## src/rtl/control_unit_pkg.sv

```systemverilog
// Shared types, opcode/funct constants and per-instruction control words for the control unit.
package control_signals;

   localparam int unsigned OPCODE_W = 6;
   localparam int unsigned FUNCT_W  = 6;
   localparam int unsigned CTRL_W   = 11;

   typedef enum logic [1:0] {WA_RT = 2'b00, WA_RD = 2'b01, WA_R31 = 2'b10} sel_wa_t;
   typedef enum logic [1:0] {RES_ALU = 2'b00, RES_DMEM = 2'b01, RES_PC4 = 2'b10} sel_result_t;
   typedef enum logic [1:0] {PC_PLUS4 = 2'b00, PC_BRANCH = 2'b01, PC_JUMP = 2'b10, PC_RS = 2'b11} sel_pc_t;
   typedef enum logic [1:0] {ALU_ADD = 2'b00, ALU_SUB = 2'b01, ALU_FUNCT = 2'b10, ALU_RSVD = 2'b11} alu_op_t;

   // MSB to LSB: rf_we, sel_wa, sel_alu_b, dmem_we, sel_result, sel_pc, alu_op
   typedef struct packed {
      logic        rf_we;
      sel_wa_t     sel_wa;
      logic        sel_alu_b;
      logic        dmem_we;
      sel_result_t sel_result;
      sel_pc_t     sel_pc;
      alu_op_t     alu_op;
   } control_t;

   localparam logic [OPCODE_W-1:0] OP_RTYPE = 6'h00;
   localparam logic [OPCODE_W-1:0] OP_J     = 6'h02;
   localparam logic [OPCODE_W-1:0] OP_JAL   = 6'h03;
   localparam logic [OPCODE_W-1:0] OP_BEQ   = 6'h04;
   localparam logic [OPCODE_W-1:0] OP_ADDI  = 6'h08;
   localparam logic [OPCODE_W-1:0] OP_LW    = 6'h23;
   localparam logic [OPCODE_W-1:0] OP_SW    = 6'h2B;
   localparam logic [OPCODE_W-1:0] OP_NOP   = 6'h3F;
   localparam logic [FUNCT_W-1:0]  FUNCT_JR = 6'h08;

   localparam control_t LWc    = control_t'(11'b1_00_1_0_01_00_00);
   localparam control_t SWc    = control_t'(11'b0_00_1_1_00_00_00);
   localparam control_t ADDIc  = control_t'(11'b1_00_1_0_00_00_00);
   localparam control_t Jc     = control_t'(11'b0_00_0_0_00_10_00);
   localparam control_t JALc   = control_t'(11'b1_10_0_0_10_10_00);
   localparam control_t BEQNc  = control_t'(11'b0_00_0_0_00_00_01);
   localparam control_t BEQYc  = control_t'(11'b0_00_0_0_00_01_01);
   localparam control_t RTYPEc = control_t'(11'b1_01_0_0_00_00_10);
   localparam control_t JRc    = control_t'(11'b0_00_0_0_00_11_00);
   localparam control_t NOPc   = control_t'(11'b0_00_0_0_00_00_00);

endpackage

```

## src/rtl/control_unit_if.sv

```systemverilog
// Control word carried as individual fields, driven by the control unit and read by the datapath.
interface ControlBus;
   import control_signals::*;

   logic        rf_we;
   sel_wa_t     sel_wa;
   logic        sel_alu_b;
   logic        dmem_we;
   sel_result_t sel_result;
   sel_pc_t     sel_pc;
   alu_op_t     alu_op;

   modport driver   (output rf_we, sel_wa, sel_alu_b, dmem_we, sel_result, sel_pc, alu_op);
   modport receiver (input  rf_we, sel_wa, sel_alu_b, dmem_we, sel_result, sel_pc, alu_op);
endinterface

```

## src/rtl/control_unit_main_decoder.sv

```systemverilog
// Zero-independent opcode/funct decode; BEQ is emitted as not-taken and flagged for branch resolution.
module main_decoder
   import control_signals::*;
(
   input  logic [OPCODE_W-1:0] opcode,
   input  logic [FUNCT_W-1:0]  funct,
   output control_t            ctrl_c,
   output logic                branch_c,
   output logic                illegal_c
);

   always_comb begin
      ctrl_c    = NOPc;
      branch_c  = 1'b0;
      illegal_c = 1'b0;
      case (opcode)
         OP_RTYPE: ctrl_c = (funct == FUNCT_JR) ? JRc : RTYPEc;
         OP_J:     ctrl_c = Jc;
         OP_JAL:   ctrl_c = JALc;
         OP_BEQ: begin
            ctrl_c   = BEQNc;
            branch_c = 1'b1;
         end
         OP_ADDI:  ctrl_c = ADDIc;
         OP_LW:    ctrl_c = LWc;
         OP_SW:    ctrl_c = SWc;
         OP_NOP:   ctrl_c = NOPc;
         default:  illegal_c = 1'b1;
      endcase
   end

endmodule

```

## src/rtl/control_unit.sv

```systemverilog
// Instruction control unit: decode, BEQ resolution on zero, sticky illegal_op flag.
// Define CONTROL_UNIT_REG_OUT_EN to register control_bus (one cycle of latency).
module control_unit
   import control_signals::*;
(
   input  logic                clock,
   input  logic                reset_n,
   input  logic [OPCODE_W-1:0] opcode,
   input  logic [FUNCT_W-1:0]  funct,
   input  logic                zero,
   ControlBus.driver           control_bus,
   output logic                illegal_op
);

   control_t   dec_ctrl;
   control_t   ctrl_next;
   control_t   ctrl_out;
   logic       is_branch;
   logic       is_illegal;
   logic [1:0] rst_sync;
   logic       rst_int_n;

   main_decoder u_main_decoder (
      .opcode    (opcode),
      .funct     (funct),
      .ctrl_c    (dec_ctrl),
      .branch_c  (is_branch),
      .illegal_c (is_illegal)
   );

   // Reset asserts asynchronously, releases on a clock edge
   always_ff @(posedge clock or negedge reset_n) begin
      if (!reset_n) rst_sync <= 2'b00;
      else          rst_sync <= {rst_sync[0], 1'b1};
   end
   assign rst_int_n = rst_sync[1];

   always_comb begin
      ctrl_next = dec_ctrl;
      if (is_branch && zero) ctrl_next.sel_pc = PC_BRANCH;
   end

   always_ff @(posedge clock or negedge rst_int_n) begin
      if (!rst_int_n)      illegal_op <= 1'b0;
      else if (is_illegal) illegal_op <= 1'b1;
   end

`ifdef CONTROL_UNIT_REG_OUT_EN
   control_t ctrl_q;

   always_ff @(posedge clock or negedge rst_int_n) begin
      if (!rst_int_n) ctrl_q <= NOPc;
      else            ctrl_q <= ctrl_next;
   end
   assign ctrl_out = ctrl_q;
`else
   assign ctrl_out = ctrl_next;
`endif

   assign control_bus.rf_we      = ctrl_out.rf_we;
   assign control_bus.sel_wa     = ctrl_out.sel_wa;
   assign control_bus.sel_alu_b  = ctrl_out.sel_alu_b;
   assign control_bus.dmem_we    = ctrl_out.dmem_we;
   assign control_bus.sel_result = ctrl_out.sel_result;
   assign control_bus.sel_pc     = ctrl_out.sel_pc;
   assign control_bus.alu_op     = ctrl_out.alu_op;

endmodule

```

## src/flat_wrapper.sv

```systemverilog
// flat-port wrapper written by rule: the top's interface ports become plain ports
module control_unit_flat import control_signals::*;
  (clock, reset_n, opcode, funct, zero, illegal_op, control_bus_rf_we, control_bus_sel_wa, control_bus_sel_alu_b, control_bus_dmem_we, control_bus_sel_result, control_bus_sel_pc, control_bus_alu_op);
  ControlBus control_bus_i ();
  input  logic clock;
  input  logic reset_n;
  input  logic [OPCODE_W-1:0] opcode;
  input  logic [FUNCT_W-1:0] funct;
  input  logic zero;
  output logic illegal_op;
  output wire logic [$bits(control_bus_i.rf_we)-1:0] control_bus_rf_we;
  output wire logic [$bits(control_bus_i.sel_wa)-1:0] control_bus_sel_wa;
  output wire logic [$bits(control_bus_i.sel_alu_b)-1:0] control_bus_sel_alu_b;
  output wire logic [$bits(control_bus_i.dmem_we)-1:0] control_bus_dmem_we;
  output wire logic [$bits(control_bus_i.sel_result)-1:0] control_bus_sel_result;
  output wire logic [$bits(control_bus_i.sel_pc)-1:0] control_bus_sel_pc;
  output wire logic [$bits(control_bus_i.alu_op)-1:0] control_bus_alu_op;
  assign control_bus_rf_we = control_bus_i.rf_we;
  assign control_bus_sel_wa = control_bus_i.sel_wa;
  assign control_bus_sel_alu_b = control_bus_i.sel_alu_b;
  assign control_bus_dmem_we = control_bus_i.dmem_we;
  assign control_bus_sel_result = control_bus_i.sel_result;
  assign control_bus_sel_pc = control_bus_i.sel_pc;
  assign control_bus_alu_op = control_bus_i.alu_op;
  control_unit u_core (.clock(clock), .reset_n(reset_n), .opcode(opcode), .funct(funct), .zero(zero), .control_bus(control_bus_i), .illegal_op(illegal_op));
endmodule
```

## config.mk

```make
export PLATFORM = sky130hd
export DESIGN_NAME = control_unit_flat
export DESIGN_NICKNAME = d
export VERILOG_FILES = /design/src/rtl/control_unit_pkg.sv /design/src/rtl/control_unit_if.sv /design/src/rtl/control_unit_main_decoder.sv /design/src/rtl/control_unit.sv /design/src/flat_wrapper.sv
export SDC_FILE = /design/constraint.sdc
export NUM_CORES = 1
export LEC_CHECK = 0
export CAP_MARGIN = 20
export CORE_AREA = 4 4 41 43
export DETAILED_ROUTE_END_ITERATION = 7
export DIE_AREA = 0 0 45 47
export SYNTH_ARGS = -nofsm -noshare
export SYNTH_HDL_FRONTEND = slang
export SYNTH_SLANG_ARGS = --single-unit
```

## constraint.sdc

```tcl
create_clock -name clock -period 3.9 [get_ports clock]
set_input_delay 0.78 -clock clock [delete_from_list [all_inputs] [get_ports clock]]
set_output_delay 0.78 -clock clock [all_outputs]
set_load 0.02 [all_outputs]
```

==> summary.txt <==
Critical path
  • Arrival time reported for the critical path endpoint: 2750 ps
  • Max Fanout on Critical Path: 5
  • Setup slack of the most critical reg-to-reg path: 3060 ps
  • Crit path kind: in -> out
  • Crit start category: input port
  • Setup crit end kind: output port
  • CP required: 3120 ps

Drt
  • DRT iter0 DRCs: 6
  • Pre-antenna DRT Iters: 4
  • Overall via count from detail_route: 396
  • Via-per-instance ratio: 4.66
  • Routed WL: 941 µm
  • Post-DR wirelength/cell: 11.1 µm
  • Remaining antenna violation count: 0
  • Drc violations: 0

GRT
  • Grt ovf: 0
  • Largest net degree at the start of global routing: 10
  • Number of global-route vias before repair: 376
  • Number of antenna violations at the first check in global routing: 0
  • Global-route usage over all layers: 0.100
  • Wire length of the first global-routing pass: 1580 µm

Floorplan
  • Site row count: 13
  • I/O pin count: 27
  • Core outline area: 1300 µm²
  • Die Outline Area: 2120 µm²
  • Starting Density: 0.242
  • Die W: 45 µm
  • Vert. Die Dim: 47 µm

Timing
  • Maximum achievable frequency: 0.283 GHz
  • Skew final: 2.29 ps
  • Fin. Hold Viols: 1
  • Final worst path period share: 0.905
  • Unrepaired setup endpoints after global routing: no
  • Min cycle time layout: 3530 ps
  • Worst slack on hold paths: -0.905 ps
  • Sum Neg Setup Slack: 0 ps
  • Endpoints failing setup: 0
  • Worst Setup Slack, final: 370 ps
  • Max Transition Viols Final: 0

Placement
  • Global placer's final weighted congestion: 0.736
  • Total half-perimeter wirelength after legalization and detailed placement: 778 µm
  • Worst slack, placed: 346 ps
  • PortBufs: 26

Synthesis
  • Flip-flop and latch count after synthesis: 3
  • Top area cells in the synthesized netlist: sky130_fd_sc_hd__dfrtp_1 (24%), sky130_fd_sc_hd__nor4b_4 (7.5%), sky130_fd_sc_hd__nand2_1 (6.0%)
  • Number of nets produced by synthesis: 57
  • Yosys warning total: 0
  • Cell Area, Synth: 315 µm²
  • Mapped Avg Cell Area: 7.51 µm²
  • Register area share after synthesis: 0.238
  • Number of distinct library cells after synthesis: 23
  • Post-synth top area cell: sky130_fd_sc_hd__dfrtp_1
  • Share of Yosys cell area claimed by the top area cell type: 0.238
  • Number of cells produced by synthesis: 42

Min path
  • Kind of path behind the tightest hold check: reg -> async

Finish
  • Fraction of layout instances using a drive strength above 1: 0.143
  • Relative area change from synthesis to final layout: 92.9%
  • Diodes inserted: 0
  • Net count reported at finish: 86

Run status
  • Failing checks: hold timing
  • Status: finished, violations left

Clock network
  • CTS sink cnt: 3
  • Hold buffer count at cts: 0
  • Number of buffers created by CTS: 3
  • CTS H-tree depth: 1
  • Quantity of gates resized following cts: 0
  • Clock slew at the register clock pins of the worst setup and hold paths: 40 ps
  • CTS tree: built
  • Maximum root-to-sink buffer count: 2
  • Number of buffers inserted by post-CTS setup repair: 0
  • Source-to-sink clock delay at the later pin of the worst-skew pair: 230 ps
  • Root Buffer Master: sky130_fd_sc_hd__clkbuf_4

Pwr
  • Static power due to leakage: 0.234 nW
  • Power per unit of standard cell area: 200 nW/µm²
  • Total power draw: 121 µW
  • Maximum resistive drop on vdd: 0.129 mV

Run
  • Max-capacitance violation count: 0
-- worst max-delay path: stages --
cell and delay (ps):
sky130_fd_sc_hd__clkdlybuf4s50_1 460, sky130_fd_sc_hd__or2_4 270, sky130_fd_sc_hd__or3_4 360, sky130_fd_sc_hd__nor4b_4 240, sky130_fd_sc_hd__clkdlybuf4s50_1 640
-- sequential cells by signal, indices dropped and copies added (netlist names) --
register / cells
u_core.rst_sync: 2
u_core.illegal_op: 1
-- layer usage --
layer | GRT usage | up-vias | part of all wire
met4 | 0.0526 | 0 | 0.0064
met1 | 0.123 | 174 | 0.44
met5 | 0 | - | 0
met2 | 0.153 | 20 | 0.42
met3 | 0.0383 | 2 | 0.13
li1 | - | 200 | -
-- path summary, 6_finish.rpt --
kind                                    start                     to  cells after the start
min in group clock         u_core.rst_sync[0]     u_core.rst_sync[1]                      0
max reg2reg                 u_core.illegal_op      u_core.illegal_op                      2
min reg2reg                u_core.rst_sync[1]      u_core.illegal_op                      0
max in group asynchronous             reset_n     u_core.rst_sync[0]                      1
max                                 opcode[4]  control_bus_sel_wa[0]                      5
min                        u_core.rst_sync[1]      u_core.illegal_op                      0
-- power breakdown --
group / internal (mW) / switching, mW / leakage, nW
Combinational: 0.0209 / 0.0149 / 0.187
Clock: 0.0382 / 0.0147 / 0.0150
Sequential: 0.0324 / 0.000285 / 0.0321
Total: 0.0915 / 0.0299 / 0.234
-- cells in the final DEF, fill, tap and decap left out, drive strengths merged --
master         count
clkdlybuf4s50     26
a21oi              2
a2111oi            1
buf                3
inv                3
conb               1
nand4b             1
nor4b              2
clkbuf             4
and3               2
o32a               1
nand2              5
or3                1
or2                1
a31oi              2
dfrtp              3
nand3              2
nor2               4
nor3               3
o21ai              3
-- cell families (layout without fill, tap and decap cells) --
| group | count (synthesis) | count (layout) | synth area share |
|---|---|---|---|
| flops | 3 | 3 | 0.238 |
| buf+inv | 8 | 36 | 0.147 |
| other cells | 1 | 1 | 0.0119 |
| simple gates | 21 | 21 | 0.425 |
| compound gates | 9 | 9 | 0.179 |
-- per-stage QoR --
step / cell area, µm² / std cells / hold slack [ps] / util
2_1_floorplan: 315 / 42 / -5.66 / -
3_3_place_gp: 582 / 81 / 0.107 / 0.447
3_5_place_dp: 582 / 81 / -2.58 / 0.447
4_1_cts: 608 / 85 / 0.478 / 0.467
5_1_grt: 608 / 85 / 12.1 / 0.467
6_report: 608 / 85 / -0.905 / 0.467
-- cells in the mapped netlist --
cell                        count
sky130_fd_sc_hd__clkbuf_1       1
sky130_fd_sc_hd__and3_1         1
sky130_fd_sc_hd__a31oi_1        2
sky130_fd_sc_hd__a21oi_1        2
sky130_fd_sc_hd__nor3_1         3
sky130_fd_sc_hd__nand3_1        2
sky130_fd_sc_hd__a2111oi_0      1
sky130_fd_sc_hd__inv_1          3
sky130_fd_sc_hd__conb_1         1
sky130_fd_sc_hd__nand4b_1       1
sky130_fd_sc_hd__or3_4          1
sky130_fd_sc_hd__nor4b_4        1
sky130_fd_sc_hd__o32a_1         1
sky130_fd_sc_hd__and3_2         1
sky130_fd_sc_hd__buf_6          1
sky130_fd_sc_hd__or2_4          1
sky130_fd_sc_hd__dfrtp_1        3
sky130_fd_sc_hd__nor2_1         4
sky130_fd_sc_hd__nand2_1        5
sky130_fd_sc_hd__buf_4          2
sky130_fd_sc_hd__nor4b_1        1
sky130_fd_sc_hd__clkbuf_2       1
sky130_fd_sc_hd__o21ai_0        3
-- area by class of cell --
cell class | count | area, µm²
Clock buffer | 4 | 26.3
Sequential cell | 3 | 75.1
Fill cell | 149 | 693
Timing Repair Buffer | 29 | 283
Multi-Input combinational cell | 31 | 194
Inverter | 3 | 11.3
Tap cell | 15 | 18.8
Note: power is estimated with default switching activity, not from simulation.
